==> config.mk <==
export PLATFORM = sky130hd
export DESIGN_NAME = product_accumulator
export DESIGN_NICKNAME = d
export VERILOG_FILES = /design/src/rtl/product_accumulator.sv
export SDC_FILE = /design/constraint.sdc
export NUM_CORES = 1
export LEC_CHECK = 0
export CAP_MARGIN = 40
export CORE_ASPECT_RATIO = 1.1
export CORE_UTILIZATION = 35
export CTS_BUF_LIST = sky130_fd_sc_hd__clkbuf_16
export DETAILED_ROUTE_END_ITERATION = 10
export GPL_ROUTABILITY_DRIVEN = 0
export PLACE_DENSITY_LB_ADDON = 0.15
export SKIP_LAST_GASP = 1
export SLEW_MARGIN = 30
export SYNTH_ARGS = -nofsm -noshare
export SYNTH_HDL_FRONTEND = slang
export SYNTH_SLANG_ARGS = --single-unit
export TNS_END_PERCENT = 5
==> constraint.sdc <==
create_clock -name clk -period 2.1 [get_ports clk]
set_clock_uncertainty 0.05 [all_clocks]
set_input_delay 0.42 -clock clk [delete_from_list [all_inputs] [get_ports clk]]
set_output_delay 0.42 -clock clk [all_outputs]
set_load 0.1 [all_outputs]
==> src/rtl/product_accumulator.sv <==
// product_accumulator
// Multiply-accumulate back end: sums a burst of COUNT_MAX unsigned 7-bit
// products into a saturating ACC_W-bit accumulator, then holds the final sum
// until downstream takes it.
//
// Ports:
//   clk        single clock, rising edge
//   rst        synchronous active-high reset
//   clear      synchronous abort: drop the burst, restart accumulation
//   P_in       unsigned product from the multiplier
//   p_valid    P_in is valid this cycle
//   p_ready    block accepts P_in this cycle
//   acc_out    registered running / final sum
//   acc_valid  burst complete, acc_out is final (asserted exactly in HOLD)
//   acc_ready  downstream takes the final sum
//   count      products accepted in the current burst
//   ovf        sticky: the sum saturated during the current burst
//
// Handshake: a transfer happens on a rising edge where valid && ready are
// both high. The input side never lowers p_ready because of p_valid; the
// only input reaching p_ready combinationally is clear. acc_ready only
// affects registered state, never an output in the same cycle.
module product_accumulator #(
   parameter int ACC_W     = 10,
   parameter int COUNT_MAX = 8
) (
   input  logic             clk,
   input  logic             rst,
   input  logic             clear,
   input  logic [6:0]       P_in,
   input  logic             p_valid,
   output logic             p_ready,
   output logic [ACC_W-1:0] acc_out,
   output logic             acc_valid,
   input  logic             acc_ready,
   output logic [3:0]       count,
   output logic             ovf
);

   typedef enum logic {
      ACCUM = 1'b0,
      HOLD  = 1'b1
   } state_t;

   state_t state;

   localparam logic [3:0] LAST_IDX = 4'(COUNT_MAX - 1);

   logic             accept;
   logic [ACC_W:0]   sum;

   // ACC_W+1 bit add: the carry bit flags that the true sum passed the
   // representable maximum.
   assign sum = {1'b0, acc_out} + {{(ACC_W - 6){1'b0}}, P_in};

   assign p_ready = (state == ACCUM) && !clear;
   assign accept  = p_valid && p_ready;

   always_ff @(posedge clk) begin
      if (rst || clear) begin
         // clear shares the reset behaviour; it also outranks accept and
         // acc_ready because it is tested first.
         state     <= ACCUM;
         acc_out   <= '0;
         count     <= '0;
         ovf       <= 1'b0;
         acc_valid <= 1'b0;
      end else begin
         case (state)
            ACCUM: begin
               if (accept) begin
                  if (sum[ACC_W]) begin
                     acc_out <= '1;
                     ovf     <= 1'b1;
                  end else begin
                     acc_out <= sum[ACC_W-1:0];
                  end
                  count <= count + 4'd1;
                  if (count == LAST_IDX) begin
                     state     <= HOLD;
                     acc_valid <= 1'b1;
                  end
               end
            end
            HOLD: begin
               if (acc_ready) begin
                  state     <= ACCUM;
                  acc_out   <= '0;
                  count     <= '0;
                  ovf       <= 1'b0;
                  acc_valid <= 1'b0;
               end
            end
            default: begin
               state     <= ACCUM;
               acc_valid <= 1'b0;
            end
         endcase
      end
   end

endmodule

### Word-level counts from Yosys, hierarchy flattened

Index checks and enable logic that the tools add are counted.

* add/subtract/negate cells: 2
* eq/ne operators: 5
* multiplexer cells: 18
* bitwise logic cells: 1
* reduce and logical (&&, ||, !) cells: 7

Operators by type and width (number)
* 2-to-1 mux 10 bit: 3
* one-hot mux 10 bit (2 select lines): 1
* adder 10 x 7 -> 11 bit: 1
* 2-to-1 mux 1 bit: 8
* 2-to-1 mux 4 bit: 2
* one-hot mux 4 bit (2 select lines): 1
* != test 2 bit (second input constant): 3
* one-hot mux 1 bit (2 select lines): 3
* AND reduction 3 bit: 2
* adder 4 x 1 -> 4 bit (second input constant): 1
* == test 4 x 3 -> 1 bit (second input constant): 1
* logical AND 1 bit: 2
* != test 2 x 1 -> 1 bit (second input constant): 1
* AND reduction 2 bit: 1
* logical NOT 1 bit: 1
* logical OR 1 bit: 1
* inverter 1 bit: 1

* bits in registers: 17
* input bits: 12

### Logic depth before layout (Yosys ltp)

Gate-level depths: netlist of run 1.

* depth in word-level cells: 5
* gate-level depth with buffers: 7
* depth with buffers taken out: 7

### Worst setup path after synthesis of run 1

No wires, ideal clock.

* kind: in2reg
* from: in clear
* to: reg acc_out[9]
* setup time: 0.127 ns
* arrival time: 2.661 ns
* setup slack: -0.738 ns
* stages: 5
* path buffers: 0
* cells stage by stage: nor2_1 > nand2_1 > a211o_1 > a31oi_1 > a31oi_1

* longest elaborated chain between the ends: 5
* elaborated cells on any way between the ends: 6
* those cells by class: eq/ne (1); reduce/logical (5)

Ends and longest elaborated chain
* start: declaration: line 29 `input logic clear,`
* logical NOT 1 bit: line 56 `assign p_ready = (state == ACCUM) && !clear;`
* logical AND 1 bit: line 56
* logical AND 1 bit: line 57 `assign accept = p_valid && p_ready;`
* != test 2 bit (no source line)
* AND reduction 2 bit (no source line)
* end signal: assignment: line 76 `acc_out <= sum[ACC_W-1:0];`
* end: declaration: line 33 `output logic [ACC_W-1:0] acc_out,`

Several ways; a longest one is shown, not always the timed one.
A chain may end at the register's enable or synchronous reset.

### Final worst setup path of run 1

* from: in P_in[2]
* to: reg acc_out[6]

* longest elaborated chain between the ends: 4

Ends and longest elaborated chain
* start: declaration: line 30 `input logic [6:0] P_in,`
* adder 10 x 7 -> 11 bit: line 54 `assign sum = {1'b0, acc_out} + {{(ACC_W - 6){1'b0}}, P_in};`
* 2-to-1 mux 10 bit: line 72 `if (sum[ACC_W]) begin`
* 2-to-1 mux 10 bit: line 71 `if (accept) begin`
* one-hot mux 10 bit (2 select lines): line 69 `case (state)`

Every way passes these cells. The select of a mux whose other input is x is not followed.

==> results of run 1 <==
power by group through the flow:
stage / combinational (µW) / clock (µW) / sequential, µW
CTS: 165 / 389 / 331
floorplan: 69.8 / 0 / 369
detailed placement: 163 / 0 / 338
global route: 181 / 411 / 332
finish: 170 / 385 / 332
global placement: 162 / 0 / 338
state kept, by name, summed over array words and instances, names as in the netlist:
signal / flops
acc_out: 10
count: 4
acc_valid: 1
ovf: 1
state: 1
cell usage in the layout, fill, tap and decap left out, types with 3 or more instances in the layout:
master           synthesis  layout
clkdlybuf4s50_1          0       9
xor2_1                   5       5
nand2b_1                 3       3
nand2_1                  7       7
a31oi_1                  5       5
dfxtp_2                  0       6
dfxtp_1                 17      10
ha_1                     8       5
nand3_2                  2       3
a21oi_1                 15      15
buf_4                    0      29
clkbuf_16                0       3
a22oi_1                  5       5
nor2_1                  12      11
final cells by class:
type,instances,area [µm²]
inverters,1,3.75
clock buffers,3,75.1
repair buffers,41,345
fillers,239,1090
clock inverters,1,7.51
well taps,31,38.8
multi-input cells,93,706
flip-flops and latches,17,352
worst paths after layout:
check	start	to	slack, ns	cells past startpoint
hold / removal	ovf$_SDFFE_PP0P_	ovf$_SDFFE_PP0P_	0.40	2
setup / recovery	P_in[2]	acc_out[6]$_SDFFE_PP0P_	0.05	8
hold reg to reg	ovf$_SDFFE_PP0P_	ovf$_SDFFE_PP0P_	0.40	2
setup reg to reg	acc_out[0]$_SDFFE_PP0P_	acc_out[6]$_SDFFE_PP0P_	0.19	8
metal layers:
layer | global-route usage | vias to the layer above | part of all wire
li1 | - | 517 | -
met1 | 0.215 | 487 | 0.45
met2 | 0.300 | 32 | 0.50
met3 | 0.0394 | 2 | 0.045
met4 | 0.0338 | 0 | 0.0032
met5 | 0 | - | 0
stage by stage:
stage	worst slack (ns)	std cells
floorplan	0.00146	113
global placement	-0.436	180
detailed placement	-0.480	180
CTS	-0.00936	186
global route	-0.0228	187
finish	0.0516	187
logic make-up (layout without fill, tap and decap cells):
group | after synthesis | after routing | share of synthesized area
buffers and inverters | 4 | 46 | 0.0162
and+or+nand+nor | 36 | 37 | 0.196
DFF | 17 | 17 | 0.340
adders and majority gates | 9 | 9 | 0.120
AOI/OAI and AO/OA | 42 | 42 | 0.284
xor gates and xnor gates | 5 | 5 | 0.0437
tightest hold or removal path, stage by stage (launching register included):
cell,delay (ns)
dfxtp_1,0.31
inv_1,0.05
a21oi_1,0.05
repair_timing:
item                       CTS  global route
buffers inserted             1             1
setup endpoints to repair   11             4
resized for setup            6             3
pin swaps                   12             4
gates cloned                 1             0
==> impl_metrics.json, run 1 <==
{
  "status": "finished, final reports clean",
  "clkTransAtPathRegs_ns": 0.05,
  "ys_async_sr_fraction": 0,
  "grt_usage": 0.173,
  "n_antenna_cell": 0,
  "fin_crit_sh": 0.975,
  "placementRows": 19,
  "synth_edf_count": 0,
  "tightest_slew_ns": 0.692,
  "critPathArrivalTime_ns": 2.17,
  "hold_violations": 0,
  "cap_violations": 0,
  "cts.htree.levels": 1,
  "ant_nets": 0,
  "syn2layout_area_growth_pct": 52.6,
  "clk_path_buf_depth": 2,
  "grt_pass1_vias": 913,
  "synth_cell_types": 37,
  "p_sw_uw": 232,
  "core_um2": 2620,
  "worstPathCellList": "clkdlybuf4s50_1, ha_1, a211oi_2, buf_4, o21a_1, or3_1, a31o_1, a21oi_1",
  "max_stage_delay_ns": 0.41,
  "drv_slew": 0,
  "ioPinCount": 29,
  "antenna_found_initial": 0,
  "routed_via_density": 5.55,
  "clockPowerShare": 0.435,
  "tns_ns": 0,
  "firstDrtPassIters": 4,
  "fmax_ghz": 0.488,
  "worst-path-buf-inv": 2,
  "cts_tree": "built",
  "dieArea_um2": 3080,
  "fin_area_um2": 1530,
  "first_iter_violations": 21,
  "drive_gt1_frac": 0.353,
  "synth_top_cell_area_share": 0.340,
  "place_area_um2": 1380,
  "die_x_um": 53.0,
  "seq_power_share": 0.374,
  "crit_type": "primary input to register",
  "yosysWarnings": 0,
  "initial_core_util": 0.383,
  "synth_top_area_cell": "dfxtp_1",
  "setup_viol": 0,
  "cts_buffers": 3,
  "hold_path.class": "register to register",
  "grt_pass1_wl_um": 4000,
  "crit_family": "buffers and inverters",
  "worstPathMaxFanout": 3,
  "grt_overflow": 0,
  "slew-limit-headroom": 0.539,
  "p_leak_uw": 0.000614,
  "drc": 0,
  "synth_area_um2": 1000,
  "vias": 1038,
  "synthTopCellsByArea": "dfxtp_1 34%, ha_1 10%, a21oi_1 7.5%",
  "post-synth-top-count-cell": "dfxtp_1",
  "ys_seq_area_frac": 0.340,
  "power_density_nw_per_um2": 581,
  "pwr-share-comb": 0.192,
  "syn_area_per_cell_um2": 8.86,
  "switching_share": 0.262,
  "cp-start-kind": "primary input",
  "fin_nets": 178,
  "io_buffers": 28,
  "synth_ff_type": "dfxtp_1",
  "total_power_uw": 887,
  "cpMaxStageDelayCell": "clkdlybuf4s50_1",
  "cp.required_ns": 2.22,
  "cts_num_sinks": 17,
  "fp.dieH_um": 58.1,
  "drt-wirelength-per-cell_um": 13.6,
  "vdd_drop_max_mv": 0.582,
  "holdWs_ns": 0.402,
  "synthCells": 113,
  "period_needed_ns": 2.05,
  "utilization": 0.584,
  "cts-root-buf": "clkbuf_16",
  "dpl.hpwl_um": 1830,
  "cts_hold_buf": 0,
  "grt_max_degree": 16,
  "ys_ff_latch": 17,
  "syn-num-nets": 134,
  "p_int_uw": 655,
  "clkLatencyLatePin_ns": 0.25,
  "synth_common_cells": "17 x dfxtp_1, 15 x a21oi_1, 12 x nor2_1",
  "cp-end-kind": "register",
  "wl_um": 2540,
  "grt_setup_unrepaired": "true"
}
(Power assumes the default switching activity.)
==> inputs of run 2 (changes only) <==
CAP_MARGIN = 25   (was 40)
SLEW_MARGIN = 20   (was 30)
==> results of run 2 <==
The final DEF is identical to that of run 1; final timing and power are the same.
==> inputs of run 3 (changes only) <==
CELL_PAD_IN_SITES_DETAIL_PLACEMENT = 0   (was not set)
CELL_PAD_IN_SITES_GLOBAL_PLACEMENT = 1   (was not set)
CORE_UTILIZATION = 31   (was 35)
==> run 3 against run 2 <==
Total power is 0.10% lower. Flip-flop and latch count is the same. Cell count increased by 2.1%. Sequential power about the same. Via count grew 0.58%. Global-route usage down 0.93 points. Sequential share of layout area decreased by 0.53 points. Critical endpoint is now acc_out[8]$_SDFFE_PP0P_.
==> impl_metrics.json, run 3 (synthesis gave the netlist of run 1 again) <==
{
  "first_iter_violations": 27,
  "placementRows": 21,
  "worstPathMaxFanout": 3,
  "fin_nets": 179,
  "largest_reg_flops": 10,
  "cts_hold_buf": 0,
  "period_needed_ns": 2.05,
  "io_buffers": 28,
  "clkLatencyLatePin_ns": 0.25,
  "antenna_found_initial": 0,
  "num-fill-cells": 290,
  "power_density_nw_per_um2": 567,
  "cp-start-kind": "primary input",
  "firstDrtPassIters": 4,
  "cts.htree.levels": 1,
  "p_leak_uw": 0.000638,
  "top_register": "acc_out",
  "hold_violations": 0,
  "status": "finished, final reports clean",
  "vias": 1044,
  "ioPinCount": 29,
  "grt_setup_unrepaired": "true",
  "cp.required_ns": 2.19,
  "cts_tree": "built",
  "grt_overflow": 0,
  "grt_usage": 0.163,
  "fin_area_um2": 1560,
  "critPathArrivalTime_ns": 2.13,
  "ant_nets": 0,
  "dpl.hpwl_um": 2010,
  "wl_um": 2700,
  "core_um2": 3050,
  "clk_path_buf_depth": 2,
  "setup_viol": 0,
  "hold_path.class": "register to register",
  "fmax_ghz": 0.489,
  "fp.dieH_um": 61.6,
  "drc": 0,
  "cts_num_sinks": 17,
  "die_x_um": 56.2,
  "drt-wirelength-per-cell_um": 14.1,
  "drive_gt1_frac": 0.363,
  "grt_max_degree": 15,
  "initial_core_util": 0.328,
  "cts_buffers": 3,
  "final_cell_mix": "31 x buf_4, 15 x a21oi_1, 11 x nor2_1",
  "place_area_um2": 1400,
  "grt_pass1_vias": 997,
  "clkTransAtPathRegs_ns": 0.05,
  "vdd_drop_max_mv": 0.723,
  "tns_ns": 0,
  "fin_crit_sh": 0.974,
  "cts-root-buf": "clkbuf_16",
  "slew-limit-headroom": 0.538,
  "n_antenna_cell": 0,
  "cap_violations": 0,
  "grt_pass1_wl_um": 4410,
  "layout_commonest_cell": "buf_4",
  "tightest_slew_ns": 0.693,
  "top_regs": "acc_out: 10 flops, count: 4 flops",
  "drv_slew": 0,
  "syn2layout_area_growth_pct": 56.3,
  "dieArea_um2": 3460,
  "cp-end-kind": "register",
  "crit_type": "primary input to register",
  "routed_via_density": 5.47,
  "utilization": 0.513
}
run 3: worst paths after layout:
| kind | start | cells past startpoint | slack (ns) | end |
|---|---|---|---|---|
| hold / removal | ovf$_SDFFE_PP0P_ | 2 | 0.40 | ovf$_SDFFE_PP0P_ |
| hold reg to reg | ovf$_SDFFE_PP0P_ | 2 | 0.40 | ovf$_SDFFE_PP0P_ |
| setup / recovery | P_in[0] | 8 | 0.05 | acc_out[8]$_SDFFE_PP0P_ |
| setup reg to reg | acc_out[0]$_SDFFE_PP0P_ | 7 | 0.11 | acc_out[8]$_SDFFE_PP0P_ |
run 3: worst max-delay path, stage by stage:
cell and delay (ns):
dlygate4sd2_1 0.23, ha_2 0.19, fa_2 0.37, a211oi_2 0.26, or2_1 0.22, o21ai_4 0.09, a31oi_1 0.16, and4bb_1 0.19
run 3: cell type report:
cell class                      count  area, µm²  area share
Multi-Input combinational cell     92        723       0.462
Timing Repair Buffer               43        363       0.232
Sequential cell                    17        352       0.225
Clock buffer                        3       75.1      0.0480
Tap cell                           34       42.5      0.0272
Clock inverter                      1       5.00     0.00320
Inverter                            1       3.75     0.00240
run 3: power by group:
| group | switching (µW) | leakage, µW | internal [µW] | total (µW) |
|---|---|---|---|---|
| registers | 5.14 | 0.000141 | 327 | 332 |
| clock network | 123 | 0.0000409 | 255 | 378 |
| logic | 102 | 0.000456 | 74.1 | 176 |
| total | 230 | 0.000638 | 656 | 886 |
run 3: metrics by stage:
stage	power (µW)	setup slack, ns	std cells	hold slack (ns)
final	886	0.0546	191	0.398
after global routing	917	-0.0112	191	0.427
after CTS	886	-0.00267	191	0.405
after detailed placement	503	-0.497	184	0.398
after global placement	501	-0.434	184	0.391
after floorplan	439	0.00146	113	0.481
run 3: layer usage:
layer / vias up / share of wire / global-route usage
li1: 511 / - / -
met1: 508 / 0.45 / 0.194
met2: 25 / 0.51 / 0.304
met3: 0 / 0.034 / 0.0441
met4: 0 / 0 / 0.0279
met5: - / 0 / 0
run 3: timing repair:
item / in CTS / in global routing
gates resized for setup: 8 / 5
pin swaps: 9 / 2
endpoints found under the setup margin: 11 / 11
buffers inserted: 3 / 0
